**config.mk**
```make
export PLATFORM = sky130hd
export DESIGN_NAME = sd_rgb_fb_writer
export DESIGN_NICKNAME = d
export VERILOG_FILES = /design/src/rtl/sd_fb_pkg.sv /design/src/rtl/sd_rgb_assembler.sv /design/src/rtl/sd_rgb_fb_writer.sv
export SDC_FILE = /design/constraint.sdc
export NUM_CORES = 1
export LEC_CHECK = 0
export CORE_UTILIZATION = 55
export DETAILED_ROUTE_END_ITERATION = 10
export PLACE_DENSITY = 0.82
export SETUP_SLACK_MARGIN = 0.05
export SKIP_LAST_GASP = 1
export SLEW_MARGIN = 20
export SYNTH_ARGS = -nofsm -noshare
export SYNTH_HDL_FRONTEND = slang
export SYNTH_SLANG_ARGS = --single-unit
```
**constraint.sdc**
```tcl
create_clock -name i_clk -period 5.7 [get_ports i_clk]
set_clock_uncertainty 0.05 [all_clocks]
set_input_delay 1.14 -clock i_clk [delete_from_list [all_inputs] [get_ports i_clk]]
set_output_delay 1.14 -clock i_clk [all_outputs]
set_load 0.02 [all_outputs]
```
**src/rtl/sd_fb_pkg.sv**
```systemverilog
// Shared types and default geometry for the RGB frame-buffer write and read sides.
package sd_fb_pkg;

  localparam int unsigned DEF_IMG_W  = 320;
  localparam int unsigned DEF_IMG_H  = 240;
  localparam int unsigned DEF_ADDR_W = 17;

  typedef enum logic [1:0] {S_HDR, S_PIX, S_DONE} fbw_state_t;

  typedef struct packed {
    logic [7:0] r;
    logic [7:0] g;
    logic [7:0] b;
  } rgb_t;

endpackage

```
**src/rtl/sd_rgb_assembler.sv**
```systemverilog
// Packs an R,G,B byte stream into 24-bit pixels.
// The third byte is forwarded combinationally, so the caller registers the pixel.
module sd_rgb_assembler
  import sd_fb_pkg::*;
(
  input  logic       i_clk,
  input  logic       i_rstn,
  input  logic       i_clear,
  input  logic       i_en,
  input  logic [7:0] i_byte,
  output logic       o_pix_valid,
  output rgb_t       o_pix
);

  logic [1:0] r_phase;
  logic [7:0] r_r;
  logic [7:0] r_g;

  // Track byte phase within a pixel and latch the first two colour bytes.
  always_ff @(posedge i_clk or negedge i_rstn) begin
    if (!i_rstn) begin
      r_phase <= 2'd0;
      r_r     <= 8'd0;
      r_g     <= 8'd0;
    end else if (i_clear) begin
      r_phase <= 2'd0;
    end else if (i_en) begin
      unique case (r_phase)
        2'd0: begin
          r_r     <= i_byte;
          r_phase <= 2'd1;
        end
        2'd1: begin
          r_g     <= i_byte;
          r_phase <= 2'd2;
        end
        default: r_phase <= 2'd0;
      endcase
    end
  end

  assign o_pix_valid = i_en && (r_phase == 2'd2);
  assign o_pix       = '{r: r_r, g: r_g, b: i_byte};

endmodule

```
**src/rtl/sd_rgb_fb_writer.sv**
```systemverilog
// Writes a raw .RGB byte stream into the frame-buffer BRAM, one write per pixel,
// after skipping a fixed file header. Flags frame completion and overrun.
module sd_rgb_fb_writer
  import sd_fb_pkg::*;
#(
  parameter int unsigned IMG_W     = DEF_IMG_W,
  parameter int unsigned IMG_H     = DEF_IMG_H,
  parameter int unsigned HDR_BYTES = 0,
  parameter int unsigned ADDR_W    = DEF_ADDR_W
) (
  input  logic                       i_clk,
  input  logic                       i_rstn,
  input  logic                       i_clear,
  input  logic                       i_in_en,
  input  logic [7:0]                 i_in_byte,
  output logic                       o_fb_we,
  output logic [ADDR_W-1:0]          o_fb_addr,
  output logic [23:0]                o_fb_wdata,
  output logic [$clog2(IMG_W)-1:0]   o_cur_x,
  output logic [$clog2(IMG_H)-1:0]   o_cur_y,
  output logic                       o_frame_done,
  output logic                       o_overflow
);

  localparam int unsigned XW = $clog2(IMG_W);
  localparam int unsigned YW = $clog2(IMG_H);
  localparam int unsigned HW = (HDR_BYTES > 1) ? $clog2(HDR_BYTES) : 1;

  localparam logic [XW-1:0] X_LAST   = XW'(IMG_W - 1);
  localparam logic [YW-1:0] Y_LAST   = YW'(IMG_H - 1);
  localparam logic [HW-1:0] HDR_LAST = HW'((HDR_BYTES > 0) ? HDR_BYTES - 1 : 0);
  localparam fbw_state_t    S_INIT   = (HDR_BYTES > 0) ? S_HDR : S_PIX;

  fbw_state_t        r_state, w_state_d;
  logic [HW-1:0]     r_hdr, w_hdr_d;
  logic [XW-1:0]     r_x, w_x_d;
  logic [YW-1:0]     r_y, w_y_d;
  logic [ADDR_W-1:0] r_addr, w_addr_d;
  logic              r_we, w_we_d;
  logic [ADDR_W-1:0] r_fb_addr, w_fb_addr_d;
  logic [23:0]       r_wdata, w_wdata_d;
  logic              r_done, w_done_d;
  logic              r_ovf, w_ovf_d;

  logic w_asm_en;
  logic w_pix_valid;
  rgb_t w_pix;

  // A clear in the same cycle as a byte drops that byte.
  assign w_asm_en = i_in_en && !i_clear && (r_state == S_PIX);

  sd_rgb_assembler u_asm (
    .i_clk       (i_clk),
    .i_rstn      (i_rstn),
    .i_clear     (i_clear),
    .i_en        (w_asm_en),
    .i_byte      (i_in_byte),
    .o_pix_valid (w_pix_valid),
    .o_pix       (w_pix)
  );

  // State and output registers.
  always_ff @(posedge i_clk or negedge i_rstn) begin
    if (!i_rstn) begin
      r_state   <= S_INIT;
      r_hdr     <= '0;
      r_x       <= '0;
      r_y       <= '0;
      r_addr    <= '0;
      r_we      <= 1'b0;
      r_fb_addr <= '0;
      r_wdata   <= '0;
      r_done    <= 1'b0;
      r_ovf     <= 1'b0;
    end else begin
      r_state   <= w_state_d;
      r_hdr     <= w_hdr_d;
      r_x       <= w_x_d;
      r_y       <= w_y_d;
      r_addr    <= w_addr_d;
      r_we      <= w_we_d;
      r_fb_addr <= w_fb_addr_d;
      r_wdata   <= w_wdata_d;
      r_done    <= w_done_d;
      r_ovf     <= w_ovf_d;
    end
  end

  // Next-state: header skip, pixel write with x/y/address stepping, done/overflow flags.
  always_comb begin
    w_state_d   = r_state;
    w_hdr_d     = r_hdr;
    w_x_d       = r_x;
    w_y_d       = r_y;
    w_addr_d    = r_addr;
    w_we_d      = 1'b0;
    w_fb_addr_d = r_fb_addr;
    w_wdata_d   = r_wdata;
    w_done_d    = r_done;
    w_ovf_d     = r_ovf;
    if (i_clear) begin
      w_state_d   = S_INIT;
      w_hdr_d     = '0;
      w_x_d       = '0;
      w_y_d       = '0;
      w_addr_d    = '0;
      w_fb_addr_d = '0;
      w_wdata_d   = '0;
      w_done_d    = 1'b0;
      w_ovf_d     = 1'b0;
    end else begin
      unique case (r_state)
        S_HDR: begin
          if (i_in_en) begin
            w_hdr_d = r_hdr + HW'(1);
            if (r_hdr == HDR_LAST) w_state_d = S_PIX;
          end
        end
        S_PIX: begin
          if (w_pix_valid) begin
            w_we_d      = 1'b1;
            w_fb_addr_d = r_addr;
            w_wdata_d   = w_pix;
            w_addr_d    = r_addr + ADDR_W'(1);
            if (r_x == X_LAST) begin
              w_x_d = '0;
              if (r_y == Y_LAST) begin
                w_y_d     = '0;
                w_addr_d  = '0;
                w_done_d  = 1'b1;
                w_state_d = S_DONE;
              end else begin
                w_y_d = r_y + YW'(1);
              end
            end else begin
              w_x_d = r_x + XW'(1);
            end
          end
        end
        S_DONE: begin
          if (i_in_en) w_ovf_d = 1'b1;
        end
        default: w_state_d = S_INIT;
      endcase
    end
  end

  assign o_fb_we      = r_we;
  assign o_fb_addr    = r_fb_addr;
  assign o_fb_wdata   = r_wdata;
  assign o_cur_x      = r_x;
  assign o_cur_y      = r_y;
  assign o_frame_done = r_done;
  assign o_overflow   = r_ovf;

endmodule

```
==> impl_metrics.ini <==
[place]
placement.io_buffers = 72
dpl_cell_area_um2 = 5240
gp_congestion = 0.877
post-place-ws_ns = 1.99
dp_hpwl_um = 6500

[final_layout]
layout-drive-gt1-share_pct = 9.52
areaGrowthSynthToFinish_pct = 21.1
nNetsFinal = 535
final_area_um2 = 5430
antenna_cells = 0
utilization_pct = 69.6

[setup_path]
cp_data_required_time_ns = 5.86
crit_path_start_kind = input pin
worstSetupPathType = in2reg
cpMaxStageDelayCell = o21ai_1
crit_path_cell_trace = clkdlybuf4s50_1, and3b_1, nand4_1, o21ai_1, nor2_1
slowest_delay_ns = 0.94
rrSetupSlack_ns = 3.02
endpoint_kind = register
timing.rr.end = r_addr[4]
worstPathArrival_ns = 3.53
reg2reg_depth = 5
path_max_fanout = 15
r2r-start = o_cur_x[0]

[timing]
finalSetupTns_ns = 0
maxSlewHeadroom_pct = 30.1
fin_worst_hold_slack_ns = 0.461
post-route-min-period_ns = 3.38
worstMarginPinSlew_ns = 1.05
finalSetupViolations = 0
rsz0062_at_grt = false
finalMaxSlewViolations = 0
min_period_over_period_pct = 59.2
postLayoutSetupSlackWorst_ns = 2.32
fmax_mhz = 296
hold_viol = 0

[clock_network]
holdBufCountCts = 0
cts.sinks = 99
clkLatencyLatePin_ns = 0.37
clkTransAtPathRegs_ns = 0.10
h-tree-depth = 3
cts_root_buf = clkbuf_8
cts.path.max_buffers = 2
cts_resized = 0
cts_setup_buffers = 0
cts_tree = yes
cts_made_buffers = 9

[routing]
avgRoutedWirePerCell_um = 15.5
vias = 3645
ant_nets = 0
routed_wl_um = 9740
drtIter0Drc = 185
first_pass_iters = 4
post-route-drc-count = 0
routed_via_density = 5.81

[synth]
synth_ff_type = dfrtp_1
synthMostInstantiatedCell = nand2_1
synth_top_area_share_pct = 54.7
ys.warnings.count = 0
synthesis.nets = 472
synth_seq_cells = 99
synth_cell_types = 46
synth-edff-count = 0
syn_area_um2 = 4490
synth_area_leaders = dfrtp_1 (55%), nand2_1 (8.4%), a21oi_1 (7.3%), mux2_2 (4.5%), o21ai_0 (2.5%)
ys_seq_area_share_pct = 55.2
syn_inst = 457
synth_common_cells = nand2_1 (101), dfrtp_1 (98), a21oi_1 (65)
synth-async-reset-ratio_pct = 100
synth_largest_area_cell = dfrtp_1
avgSynthCellArea_um2 = 9.82

[grt]
grt_usage_pct = 23.9
antenna_found_initial = 0
grt_max_degree = 65
grt_pass1_wl_um = 16200
grt_overflow_total = 0
grt_pass1_vias = 3374

[power_and_ir_drop]
peakVddDrop_uv = 209
p_per_area_nw_per_um2 = 237
leakagePower_nw = 2.19

[floorplanning]
core_um2 = 7810
dieArea_um2 = 8520
fp-row-count = 32
die_h_um = 92.3
die_w_um = 92.3
start_util_pct = 57.5
ios = 73

[hold_path]
min_path_type = reg2reg
hold_start = u_asm.r_g[7]
min_to = o_fb_wdata[15]
hold_depth = 2

[status]
status = complete, no violations

[flow_run]
drv_cap = 0
==> worst max path at each step <==
stage / startpoint / to / slack (ns) / cells after the start
2_1_floorplan: i_clear / r_addr[12] / 3.26 / 6
3_3_place_gp: i_in_en / r_addr[4] / 2.09 / 5
3_5_place_dp: i_in_en / r_addr[15] / 1.99 / 5
4_1_cts: i_in_en / r_addr[4] / 2.36 / 5
5_1_grt: i_in_en / r_addr[4] / 2.11 / 5
6_report: i_in_en / r_addr[4] / 2.32 / 5
==> registers in the layout, summed over array words and instances, names as in the netlist <==
register and count:
o_overflow 1, o_cur_y 8, o_fb_we 1, u_asm.r_g 8
o_cur_x 9, o_fb_wdata 24, o_fb_addr 17, r_hdr 1
o_frame_done 1, r_addr 17, r_state 2, u_asm.r_phase 2
u_asm.r_r 8
==> cell type report <==
| class | count | area [um^2] |
|---|---|---|
| repair buffers | 76 | 743 |
| flip-flops and latches | 99 | 2480 |
| fillers | 636 | 2370 |
| multi-input cells | 326 | 1860 |
| well taps | 102 | 128 |
| clock inverters | 7 | 66.3 |
| inverters | 8 | 30.0 |
| clock buffers | 9 | 124 |
==> cells by family (layout without fill, tap and decap cells) <==
logic type | count (synthesis) | count (layout) | synth area share [%]
AOI/OAI and AO/OA | 115 | 115 | 14.7
and+or+nand+nor | 188 | 188 | 21.1
xor gates and xnor gates | 2 | 2 | 0.390
buffers and inverters | 32 | 100 | 3.29
DFF | 99 | 99 | 55.2
muxes | 18 | 18 | 4.52
adders and majority gates | 3 | 3 | 0.837
==> routing by layer <==
metal	GRT usage [%]	routed length, um	up-vias
met4	8.20	132	0
met3	3.28	354	17
li1	-	-	1743
met2	39.4	4910	90
met1	32.6	4340	1795
met5	0	0	-
==> worst max-delay path, delay by kind of cell <==
kind / cells / cell delay (ns)
AO/OA/AOI/OAI: 1 / 0.94
buffers and inverters: 1 / 0.54
AND/OR/NAND/NOR: 3 / 0.90
==> power by group <==
| part | switching, mW | leakage, nW | internal (mW) |
|---|---|---|---|
| Clock | 0.237 | 0.0992 | 0.201 |
| Sequential | 0.0196 | 1.34 | 0.735 |
| Combinational | 0.0548 | 0.746 | 0.0421 |
| Total | 0.311 | 2.19 | 0.978 |
==> per-stage QoR <==
step / power, mW / cells
final: 1.29 / 627
after global routing: 1.34 / 627
after CTS: 1.30 / 627
after detailed placement: 0.866 / 611
after global placement: 0.859 / 611
after floorplan: 0.822 / 457
==> cells in the final DEF (no fill, tap or decap), types with 2 or more instances in the layout <==
| cell type | instances |
|---|---|
| nor4_4 | 2 |
| and3_1 | 5 |
| nand2_1 | 101 |
| nand2b_1 | 2 |
| nand4_1 | 9 |
| nor3_1 | 2 |
| a21oi_1 | 65 |
| buf_4 | 5 |
| nand3_1 | 18 |
| and4_1 | 4 |
| inv_1 | 8 |
| clkdlybuf4s50_1 | 70 |
| o31ai_1 | 6 |
| or3_1 | 12 |
| dfrtp_1 | 98 |
| o21ai_1 | 2 |
| nand3b_1 | 2 |
| o31a_1 | 2 |
| a211oi_1 | 2 |
| nor2_1 | 12 |
| ha_1 | 3 |
| a31oi_1 | 2 |
| o211ai_1 | 5 |
| clkinv_2 | 4 |
| o21ai_0 | 22 |
| clkbuf_8 | 9 |
| or4_1 | 10 |
| xor2_1 | 2 |
| mux2_2 | 18 |
| o211a_1 | 2 |
| a21oi_2 | 2 |
(Power assumes the default switching activity.)
